**src/rtl/voxel_wb_pkg.sv**
```systemverilog
// Shared types and constants for the voxel pixel writeback stage.
// Contents:
//   wb_entry_t       - one FIFO entry: pixel/end-of-frame flags, pixel index, 96-bit payload
//   BYTES_PER_PIXEL  - framebuffer footprint of one pixel
//   BEATS_PER_PIXEL  - 32-bit memory beats per pixel
//   wb_state_t       - writeback FSM states
package voxel_wb_pkg;

    localparam int unsigned BYTES_PER_PIXEL = 12;
    localparam int unsigned BEATS_PER_PIXEL = 3;

    typedef struct packed {
        logic        pix;
        logic        eof;
        logic [31:0] addr;
        logic [31:0] w0;
        logic [31:0] w1;
        logic [31:0] w2;
    } wb_entry_t;

    typedef enum logic [0:0] {
        StIdle,
        StSend
    } wb_state_t;

endpackage

```
**src/rtl/voxel_wb_fifo.sv**
```systemverilog
// Synchronous FIFO of wb_entry_t with registered storage and occupancy output.
// Ports:
//   clk_i, rst_i    - clock, synchronous active-high reset (discards contents)
//   push_i, wdata_i - write request and entry; ignored when full
//   pop_i           - read request; ignored when empty
//   rdata_o         - head entry (valid while level_o != 0)
//   level_o         - number of stored entries, 0..Depth
// Simultaneous push and pop leaves the level unchanged.
module voxel_wb_fifo
    import voxel_wb_pkg::*;
#(
    parameter int unsigned Depth = 16
) (
    input  logic                   clk_i,
    input  logic                   rst_i,
    input  logic                   push_i,
    input  wb_entry_t              wdata_i,
    input  logic                   pop_i,
    output wb_entry_t              rdata_o,
    output logic [$clog2(Depth):0] level_o
);

    localparam int unsigned AW = $clog2(Depth);
    localparam int unsigned LW = AW + 1;
    localparam logic [LW-1:0] FullLvl = LW'(Depth);

    wb_entry_t     mem_q [Depth];
    logic [AW-1:0] wr_ptr_q, wr_ptr_d;
    logic [AW-1:0] rd_ptr_q, rd_ptr_d;
    logic [LW-1:0] level_q, level_d;
    logic          do_push;
    logic          do_pop;

    always_comb begin
        do_push  = push_i && (level_q != FullLvl);
        do_pop   = pop_i && (level_q != '0);
        wr_ptr_d = do_push ? wr_ptr_q + AW'(1) : wr_ptr_q;
        rd_ptr_d = do_pop ? rd_ptr_q + AW'(1) : rd_ptr_q;
        level_d  = level_q;
        case ({do_push, do_pop})
            2'b10:   level_d = level_q + LW'(1);
            2'b01:   level_d = level_q - LW'(1);
            default: level_d = level_q;
        endcase
    end

    always_ff @(posedge clk_i) begin
        if (rst_i) begin
            wr_ptr_q <= '0;
            rd_ptr_q <= '0;
            level_q  <= '0;
        end else begin
            wr_ptr_q <= wr_ptr_d;
            rd_ptr_q <= rd_ptr_d;
            level_q  <= level_d;
        end
    end

    // Storage needs no reset: the pointers define what is valid.
    always_ff @(posedge clk_i) begin
        if (do_push) begin
            mem_q[wr_ptr_q] <= wdata_i;
        end
    end

    assign rdata_o = mem_q[rd_ptr_q];
    assign level_o = level_q;

endmodule

```
**src/rtl/voxel_pixel_writeback.sv**
```systemverilog
// Writeback stage of the voxel framebuffer: queues 96-bit pixel writes and
// end-of-frame markers, serialises each pixel into three 32-bit beats on a
// valid/ready memory port targeting the back buffer, and flips front/back
// buffers once every pixel of a finished frame has been accepted.
// Ports:
//   clk, rst                     - clock, synchronous active-high reset
//   pixel_write_en, pixel_addr,
//   pixel_word0..2               - pixel write (no backpressure)
//   frame_done_in                - one-cycle end-of-frame pulse
//   mem_valid/ready/addr/data/last - beat output; mem_last marks beat 2
//   front_buf_sel, frame_swap    - displayed buffer and one-cycle flip pulse
//   overflow, drop_count         - sticky drop flag, saturating drop counter
//   fifo_level, wb_busy          - FIFO occupancy and activity status
module voxel_pixel_writeback
    import voxel_wb_pkg::*;
#(
    parameter int unsigned FIFO_DEPTH = 16,
    parameter logic [31:0] FB_BASE0   = 32'h0000_0000,
    parameter logic [31:0] FB_BASE1   = 32'h0010_0000
) (
    input  logic                        clk,
    input  logic                        rst,
    input  logic                        pixel_write_en,
    input  logic [31:0]                 pixel_addr,
    input  logic [31:0]                 pixel_word0,
    input  logic [31:0]                 pixel_word1,
    input  logic [31:0]                 pixel_word2,
    input  logic                        frame_done_in,
    output logic                        mem_valid,
    input  logic                        mem_ready,
    output logic [31:0]                 mem_addr,
    output logic [31:0]                 mem_data,
    output logic                        mem_last,
    output logic                        front_buf_sel,
    output logic                        frame_swap,
    output logic                        overflow,
    output logic [15:0]                 drop_count,
    output logic [$clog2(FIFO_DEPTH):0] fifo_level,
    output logic                        wb_busy
);

    localparam int unsigned LW = $clog2(FIFO_DEPTH) + 1;
    // The top slot is kept for markers so a full FIFO can still end a frame.
    localparam logic [LW-1:0] PixLimit  = LW'(FIFO_DEPTH - 1);
    localparam logic [LW-1:0] MarkLimit = LW'(FIFO_DEPTH);
    localparam logic [1:0]    LastBeat  = 2'(BEATS_PER_PIXEL - 1);
    localparam logic [31:0]   BeatStep  = 32'(BYTES_PER_PIXEL / BEATS_PER_PIXEL);

    // Input admission
    wb_entry_t   push_entry;
    logic        push_req;
    logic        push_ok;
    logic        push_drop;
    logic        overflow_q, overflow_d;
    logic [15:0] drop_q, drop_d;

    // FIFO read side
    wb_entry_t   head;
    logic        head_valid;
    logic        pop;

    // FSM and beat register
    wb_state_t   state_q, state_d;
    logic [1:0]  beat_q, beat_d;
    logic        cur_eof_q, cur_eof_d;
    logic [31:0] w1_q, w1_d;
    logic [31:0] w2_q, w2_d;
    logic        mem_valid_q, mem_valid_d;
    logic [31:0] mem_addr_q, mem_addr_d;
    logic [31:0] mem_data_q, mem_data_d;
    logic        mem_last_q, mem_last_d;
    logic        front_q, front_d;
    logic        swap_q, swap_d;
    logic [31:0] head_beat0_addr;

    always_comb begin
        push_entry.pix  = pixel_write_en;
        push_entry.eof  = frame_done_in;
        push_entry.addr = pixel_addr;
        push_entry.w0   = pixel_word0;
        push_entry.w1   = pixel_word1;
        push_entry.w2   = pixel_word2;
        push_req        = pixel_write_en || frame_done_in;
        push_ok         = push_req &&
                          (pixel_write_en ? (fifo_level < PixLimit) : (fifo_level < MarkLimit));
        push_drop       = push_req && !push_ok;
        overflow_d      = overflow_q || push_drop;
        drop_d          = (push_drop && (drop_q != 16'hFFFF)) ? drop_q + 16'd1 : drop_q;
    end

    voxel_wb_fifo #(
        .Depth (FIFO_DEPTH)
    ) u_fifo (
        .clk_i   (clk),
        .rst_i   (rst),
        .push_i  (push_ok),
        .wdata_i (push_entry),
        .pop_i   (pop),
        .rdata_o (head),
        .level_o (fifo_level)
    );

    assign head_valid = (fifo_level != '0);

    // Writes go to the back buffer; index*12 formed as shift-and-add, wrapping mod 2^32.
    assign head_beat0_addr = (front_q ? FB_BASE0 : FB_BASE1) +
                             (head.addr << 3) + (head.addr << 2);

    always_comb begin
        state_d     = state_q;
        beat_d      = beat_q;
        cur_eof_d   = cur_eof_q;
        w1_d        = w1_q;
        w2_d        = w2_q;
        mem_valid_d = mem_valid_q;
        mem_addr_d  = mem_addr_q;
        mem_data_d  = mem_data_q;
        mem_last_d  = mem_last_q;
        front_d     = front_q;
        swap_d      = 1'b0;
        pop         = 1'b0;

        unique case (state_q)
            StIdle: begin
                if (head_valid) begin
                    pop = 1'b1;
                    if (head.pix) begin
                        state_d     = StSend;
                        beat_d      = 2'd0;
                        cur_eof_d   = head.eof;
                        w1_d        = head.w1;
                        w2_d        = head.w2;
                        mem_valid_d = 1'b1;
                        mem_addr_d  = head_beat0_addr;
                        mem_data_d  = head.w0;
                        mem_last_d  = 1'b0;
                    end else begin
                        front_d = ~front_q;
                        swap_d  = 1'b1;
                    end
                end
            end
            StSend: begin
                if (mem_ready) begin
                    if (beat_q != LastBeat) begin
                        beat_d     = beat_q + 2'd1;
                        mem_addr_d = mem_addr_q + BeatStep;
                        mem_data_d = (beat_q == 2'd0) ? w1_q : w2_q;
                        mem_last_d = (beat_q + 2'd1 == LastBeat);
                    end else if (cur_eof_q) begin
                        front_d     = ~front_q;
                        swap_d      = 1'b1;
                        state_d     = StIdle;
                        mem_valid_d = 1'b0;
                        mem_last_d  = 1'b0;
                    end else if (head_valid && head.pix) begin
                        // Back-to-back: next pixel's beat 0 follows immediately.
                        pop         = 1'b1;
                        beat_d      = 2'd0;
                        cur_eof_d   = head.eof;
                        w1_d        = head.w1;
                        w2_d        = head.w2;
                        mem_addr_d  = head_beat0_addr;
                        mem_data_d  = head.w0;
                        mem_last_d  = 1'b0;
                    end else begin
                        state_d     = StIdle;
                        mem_valid_d = 1'b0;
                        mem_last_d  = 1'b0;
                    end
                end
            end
            default: state_d = StIdle;
        endcase
    end

    always_ff @(posedge clk) begin
        if (rst) begin
            state_q     <= StIdle;
            beat_q      <= 2'd0;
            cur_eof_q   <= 1'b0;
            w1_q        <= '0;
            w2_q        <= '0;
            mem_valid_q <= 1'b0;
            mem_addr_q  <= '0;
            mem_data_q  <= '0;
            mem_last_q  <= 1'b0;
            front_q     <= 1'b0;
            swap_q      <= 1'b0;
            overflow_q  <= 1'b0;
            drop_q      <= '0;
        end else begin
            state_q     <= state_d;
            beat_q      <= beat_d;
            cur_eof_q   <= cur_eof_d;
            w1_q        <= w1_d;
            w2_q        <= w2_d;
            mem_valid_q <= mem_valid_d;
            mem_addr_q  <= mem_addr_d;
            mem_data_q  <= mem_data_d;
            mem_last_q  <= mem_last_d;
            front_q     <= front_d;
            swap_q      <= swap_d;
            overflow_q  <= overflow_d;
            drop_q      <= drop_d;
        end
    end

    assign mem_valid     = mem_valid_q;
    assign mem_addr      = mem_addr_q;
    assign mem_data      = mem_data_q;
    assign mem_last      = mem_last_q;
    assign front_buf_sel = front_q;
    assign frame_swap    = swap_q;
    assign overflow      = overflow_q;
    assign drop_count    = drop_q;
    assign wb_busy       = head_valid || (state_q != StIdle);

endmodule

```
**config.mk**
```make
export PLATFORM = sky130hd
export DESIGN_NAME = voxel_pixel_writeback
export DESIGN_NICKNAME = d
export VERILOG_FILES = /design/src/rtl/voxel_wb_pkg.sv /design/src/rtl/voxel_wb_fifo.sv /design/src/rtl/voxel_pixel_writeback.sv
export SDC_FILE = /design/constraint.sdc
export NUM_CORES = 2
export LEC_CHECK = 0
export BUFFER_PORTS_ARGS = -buffer_cell sky130_fd_sc_hd__clkbuf_2
export CORE_ASPECT_RATIO = 1.25
export CORE_UTILIZATION = 30
export CTS_CLUSTER_SIZE = 14
export DETAILED_ROUTE_END_ITERATION = 8
export GPL_TIMING_DRIVEN = 0
export PLACE_DENSITY_LB_ADDON = 0.05
export SETUP_SLACK_MARGIN = 0.15
export SYNTH_ARGS = -nofsm -noshare
export SYNTH_HDL_FRONTEND = slang
export SYNTH_SLANG_ARGS = --single-unit
```
**constraint.sdc**
```tcl
create_clock -name clk -period 38 [get_ports clk]
set_input_delay 7.6 -clock clk [delete_from_list [all_inputs] [get_ports clk]]
set_output_delay 7.6 -clock clk [all_outputs]
set_load 0.05 [all_outputs]
```
Word-level counts from Yosys, hierarchy flattened
Memories as Yosys holds them, arrays and structs flattened. A register that Yosys moved wholly into a read port is not among the register bits.
Index checks and enable logic that the tools add are counted.

cells by class
  add/sub/neg operators = 9
  $lt $le $gt $ge = 2
  bitwise gates (word level) = 2
  reduce and logical (&&, ||, !) cells = 19
  equality and inequality tests = 17
  muxes and demuxes = 85

operator list
  kind                     number
  $mux W32                 25
  $pmux W32 S2             4
  $mux W1                  38
  $add A21 B32 Y32         1
  $add A32 B3 Y32 const B  1
  $add A32 B32 Y32         1
  $mux W21                 1
  $add A16 B1 Y16 const B  1
  $ne A16 B16 Y1 const B   1
  $reduce_and A5 Y1        3
  $ne A2 B2 Y1 const B     7
  $pmux W1 S2              7
  $mux W2                  6
  $pmux W5 S2              1
  $add A4 B1 Y4 const B    2
  $mux W4                  2
  $logic_and A1 B1 Y1      6
  $reduce_and A6 Y1        1
  $add A5 B1 Y5 const B    1
  $lt A5 B4 Y1 const B     1
  $lt A5 B5 Y1 const B     1
  $ne A5 B5 Y1 const B     1
  $reduce_bool A5 Y1       1
  $sub A5 B1 Y5 const B    1
  other kinds (15)         20

storage, ports and cells
  RAM bits = 2080
  memories kept = 1
  flip-flop bits (word level) = 166
  logic and storage cells = 151
  output and inout port bits = 91
  input bits = 133

memory list
  name          words  bits a word  read ports  clocked after memory_dff  wr ports  line                 text
  u_fifo.mem_q  16     130          1           1                         1         voxel_wb_fifo.sv:27  wb_entry_t mem_q [Depth];

Depth between registers and ports, before layout
  depth after elaboration = 10
  depth in mapped cells = 20
  depth with buffers taken out = 14

Hierarchy
Synthesis repeated with hierarchy kept, for this count alone.

second synthesis, totals
  cells, all modules = 4323
  area total of the unflattened synthesis = 88079.5 µm²

by module, submodules not included
  module                 sequential area each (µm²)  area each (µm²)  instances  cells each
  voxel_wb_fifo          62800.2                     79194.7          1          3155
  voxel_pixel_writeback  3022.9                      8884.8           1          1168

Least setup slack after synthesis
OpenSTA, ideal clock, no wires.

  path kind = input port to flip-flop
  start point = input pixel_write_en
  end point = memory u_fifo.mem_q[3][0] (netlist name) (enable)
  path slack = 20223 ps
  data arrival time = 17005 ps
  cell stages on the path = 5
  required time = 37228 ps
  path buffers = 1
  library setup time = 772 ps
  cells stage by stage = a31oi_1 nor2b_1 clkbuf_1 nand2_1 nor3_1

between the ends
  word-level cells in the longest chain between the ends = 5
  elaborated cells between the ends (all ways) = 6
  those cells by class = mux (3); reduce/logical (3)

ends and longest elaborated chain
  element                                               line                                                      text
  start, declared                                       voxel_pixel_writeback.sv:23                               input logic pixel_write_en,
  $mux W1 / $logic_or A1 B1 Y1 (equally long branches)  voxel_pixel_writeback.sv:85, voxel_pixel_writeback.sv:83
  $logic_and A1 B1 Y1 (*)                               voxel_pixel_writeback.sv:84                               push_ok = push_req &&
  $logic_and A1 B1 Y1 (*)                               voxel_wb_fifo.sv:35                                       do_push = push_i && (level_q != FullLvl);
  $mux W1 (*)                                           voxel_wb_fifo.sv:61                                       if (do_push) begin
  $mux W1 (implied by the code) (*)                     voxel_wb_fifo.sv:62                                       mem_q[wr_ptr_q] <= wdata_i;
  end, declared                                         voxel_wb_fifo.sv:27

Every way passes the cells marked *; elsewhere a longest branch is shown, timed or not.

Final worst setup path
  start point = register state_q
  end point = output wb_busy

between the ends
  word-level cells in the longest chain between the ends = 1

ends and longest elaborated chain
  element                 line                          text
  start, declared         voxel_pixel_writeback.sv:63   wb_state_t state_q, state_d;
  start signal, assigned  voxel_pixel_writeback.sv:179  state_q <= StIdle;
  start signal, assigned  voxel_pixel_writeback.sv:193  state_q <= state_d;
  $logic_or A1 B1 Y1      voxel_pixel_writeback.sv:217  assign wb_busy = head_valid || (state_q != StIdle);
  end, declared           voxel_pixel_writeback.sv:39   output logic wb_busy

No other way between the ends.

==> run summary <==
The setup skew after layout came out at around 0.043 ns. The wire length after detailed routing is between 200000 and 300000 um. Summed over all cells, the static leakage comes to about 32 nW.

The launch instance of the worst min-delay path is w1_q[13]. The count of unresolved DRC violations after routing is 0. The post-route antenna net violation count is 0. The initialized floorplan defines ~220 standard-cell rows. The maximum number of pins on one net before global-route repair is 21. The number of synthesized flops with an enable pin is 2048. Setup repair after global routing left no endpoint under its margin.

The clock transition time at the flip-flop clock pins of the worst setup and hold paths is approximately 0.06 ns. For the finished layout, the period the worst path requires is roughly 11 ns. The worst-case IR drop observed on VDD is between 0.00004 and 0.00005 V. The worst path uses between 20% and 30% of the clock period. The maximum frequency from static timing analysis came out at approximately 94 MHz. The chip height is roughly 600 um.

The total via count after detailed routing is 43540. The total die area is approximately 290000 um2. The hold violation count in the final report came out at 0. The routed length per placed instance is about 32 um. The clock drives roughly 2200 sinks. The tightest min-delay check is of the reg -> reg type. Setup slack on the critical path of the routed design comes to between 20 and 30 ns.

After clock tree synthesis, the flow added hold-fix buffers numbering 0. The root buffer cell chosen for the clock tree is sky130_fd_sc_hd__clkbuf_16. The die width is 481.8 um.

The max-capacitance violation count came out at 0. Counting instances, the worst hold path has a depth of 2. The buffers inserted during post-CTS setup optimization came out at 0.

The clock buffer count from CTS came out at 240. The worst register-to-register path has a depth of 18. The initial detailed-routing violation count came out at 3756.

The total area inside the core boundary comes to ~290000 um2. The total iterations of the first detailed-routing run is 7. In the final layout, the share of cells above drive strength 1 is 29.67%. Once layout is done, the placed cells without fillers occupy 102600 um2. The number of setup violations in the final report came out at 0. The number of flip-flops and latches in the synthesized netlist came out at ~2200.

The worst setup path is captured at an output port. The total congestion overflow after global routing came out at 0. The initial antenna violation count is between 40 and 50. The area of the mapped netlist is between 80000 and 90000 um2. The weighted congestion at the end of routability-driven global placement is ~0.78. The largest buffer count on any clock path is 4. The worst slew margin relative to its limit came out at between 10% and 20%. The synthesized netlist cell count came out at between 4000 and 5000. The I/O pin count is 224. The fraction of registers with async set or reset after synthesis came out at 0%. Setup slack on the worst reg-to-reg path comes out at a little over 30 ns. The data required time at the worst endpoint came out at roughly 30 ns. Before CTS, the worst setup slack after placement is approximately 27 ns. The first global-routing pass estimated between 300000 and 400000 um of wire. After detailed routing, the number of vias per cell comes to 5.021.

The HPWL after detailed placement is ~190000 um. For the pin with the worst max-slew slack, the measured transition is ~1.3 ns. The reg-to-reg critical path endpoint is mem_addr[26]. The worst hold slack is around 0.45 ns.

The predominant post-synthesis flop cell is sky130_fd_sc_hd__edfxtp_1. The summed negative setup slack over all endpoints is 0 ns. After clock tree synthesis, the repair step resized 0 gates.

The count of final max-slew check failures came to 0. The via count of the first global-routing pass came to ~45000. After synthesis, the netlist uses 74 different library cells. At the end of the flow, the number of nets in the layout was approximately 5000. The final cell utilization of the core is 35.93%. The end of the worst hold path is w1_q[13]. The worst-path maximum fanout came out at 10. The latest clock arrival within the worst-skew pair is about 0.9 ns. The placed instances occupy a cell area of 95420 um2. The average footprint of a synthesized cell is ~21 um2. The flow ran to the end, and the final reports show no timing, DRC or antenna violations.

The number of warning messages in the yosys log is 0. The number of buffers inserted by port buffering came out at about 220. The class of the most critical setup path is reg -> out. The starting density of the core came out at 30.24%.

The power density of the placed cells came out at 77.40 nW/um2. STA classifies the critical path startpoint as a register. The growth of design area from synthesis to finish is 18.83%. The data arrival time of the critical path came out at roughly 3.0 ns.

The total global routing track utilization came out at a little under a fifth. The sequential-to-total area share from yosys stat came out at 75.12%. The clock tree from TritonCTS is done.

The number of H-tree branching levels is 4.
[state kept, by name, summed over array words and instances (netlist names), named ones only]
signal           flops
u_fifo.rd_ptr_q      4
w2_q                32
state_q              1
w1_q                32
mem_addr            30
overflow             1
frame_swap           1
u_fifo.wr_ptr_q      4
u_fifo.level_o       5
u_fifo.mem_q      2048
front_buf_sel        1
drop_count          16
mem_valid            1
beat_q               2
cur_eof_q            1
mem_data            32
mem_last             1
[kinds of logic (layout without fill, tap and decap cells)]
family | Yosys count | in the layout | share of synthesized area [%]
xor+xnor | 47 | 47 | 0.4768
simple gates | 506 | 506 | 2.792
flops | 2216 | 2216 | 75.12
compound gates | 351 | 351 | 2.643
other cells | 1 | 10 | 0.004343
buf+inv | 249 | 1075 | 1.332
mux | 642 | 642 | 16.62
fa+ha+maj | 68 | 68 | 1.011
[worst max path at each step]
stage / startpoint / to / slack [ns] / cells past startpoint
global placement: pixel_write_en / u_fifo.mem_q[3][45] / 3.11 / 6
finish: state_q / wb_busy / 27.40 / 4
detailed placement: pixel_write_en / u_fifo.mem_q[1][22] / 26.72 / 13
CTS: state_q / wb_busy / 27.29 / 4
floorplan: pixel_write_en / u_fifo.mem_q[3][0] / 20.22 / 5
global route: state_q / wb_busy / 27.34 / 4
[layout make-up]
cell class	instances	area (um2)
Inverter	19	71.32
Buffer	230	1080
Multi-Input combinational cell	1616	20440
Antenna cell	8	20.02
Fill cell	26590	182900
Tap cell	3757	4701
Sequential cell	2216	64860
Timing Repair Buffer	408	4274
Clock buffer	311	6419
Clock inverter	107	729.5
[cell usage in the layout (no fill, tap or decap), types with 20 or more instances in the layout]
cell,n
sky130_fd_sc_hd__xnor2_1,20
sky130_fd_sc_hd__nor2_1,105
sky130_fd_sc_hd__clkbuf_2,219
sky130_fd_sc_hd__dfxtp_1,168
sky130_fd_sc_hd__buf_2,61
sky130_fd_sc_hd__and3b_1,31
sky130_fd_sc_hd__buf_4,31
sky130_fd_sc_hd__ha_1,65
sky130_fd_sc_hd__a21boi_0,33
sky130_fd_sc_hd__xor2_1,27
sky130_fd_sc_hd__buf_6,79
sky130_fd_sc_hd__o21ai_0,33
sky130_fd_sc_hd__mux4_2,633
sky130_fd_sc_hd__buf_12,85
sky130_fd_sc_hd__clkinv_2,25
sky130_fd_sc_hd__clkbuf_16,245
sky130_fd_sc_hd__clkbuf_1,169
sky130_fd_sc_hd__nor3_1,50
sky130_fd_sc_hd__clkinv_1,65
sky130_fd_sc_hd__edfxtp_1,2048
sky130_fd_sc_hd__nand2_1,194
sky130_fd_sc_hd__a2111oi_0,32
sky130_fd_sc_hd__buf_1,29
sky130_fd_sc_hd__nand3_1,20
sky130_fd_sc_hd__a21oi_1,140
sky130_fd_sc_hd__a211oi_1,24
[report_power, final]
part	total, mW	switching (mW)	internal, mW
logic	2.73	1.69	1.04
registers	3.00	0.0876	2.92
clock network	2.20	0.962	1.24
[stage by stage]
step,total power [mW],cells
after floorplan,4.730,4081
after global placement,5.949,8056
after detailed placement,5.871,8245
after CTS,8.106,8663
after global routing,8.329,8665
final,7.941,8672
[cell usage after synthesis (10+ instances only)]
cell type                   number  area share, %
sky130_fd_sc_hd__a21o_1         13           0.11
sky130_fd_sc_hd__nand2_1       194           0.84
sky130_fd_sc_hd__nor3_1         54           0.31
sky130_fd_sc_hd__nand3_1        20           0.12
sky130_fd_sc_hd__dfxtp_1       168            3.9
sky130_fd_sc_hd__edfxtp_1     2048             71
sky130_fd_sc_hd__nand4_1        19           0.14
sky130_fd_sc_hd__clkbuf_1      108           0.47
sky130_fd_sc_hd__nor2_1        117           0.51
sky130_fd_sc_hd__buf_4          27           0.23
sky130_fd_sc_hd__buf_1          29           0.13
sky130_fd_sc_hd__or3_1          11          0.080
sky130_fd_sc_hd__a31oi_1        10          0.072
sky130_fd_sc_hd__mux4_2        633             17
sky130_fd_sc_hd__a21boi_0       33           0.29
sky130_fd_sc_hd__buf_2          61           0.35
sky130_fd_sc_hd__and3_1         11          0.080
sky130_fd_sc_hd__o21ai_0        33           0.19
sky130_fd_sc_hd__a211oi_1       24           0.21
sky130_fd_sc_hd__inv_1          19          0.083
sky130_fd_sc_hd__and3b_1        31           0.31
sky130_fd_sc_hd__xor2_1         27           0.27
sky130_fd_sc_hd__nor2b_1        12          0.087
sky130_fd_sc_hd__a2111oi_0      32           0.32
sky130_fd_sc_hd__a21oi_1       140           0.81
sky130_fd_sc_hd__ha_1           65           0.94
sky130_fd_sc_hd__xnor2_1        20           0.20
[worst max-delay path, stage by stage (launching register included)]
cell                       delay, ns
sky130_fd_sc_hd__dfxtp_1        0.32
sky130_fd_sc_hd__clkbuf_1       0.54
sky130_fd_sc_hd__clkbuf_1       0.49
sky130_fd_sc_hd__or3_1          0.38
sky130_fd_sc_hd__clkbuf_2       0.35
[metal layers]
metal	wire length, um	vias to the layer above	GRT usage, %	part of all wire [%]
met2	134100	1044	31.30	49
met5	180	-	0	0.065
met3	16210	345	3.832	5.9
li1	-	18360	-	-
met1	120300	23770	25.93	44
met4	4840	28	3.470	1.8
Power figures use the tool's default switching activity.
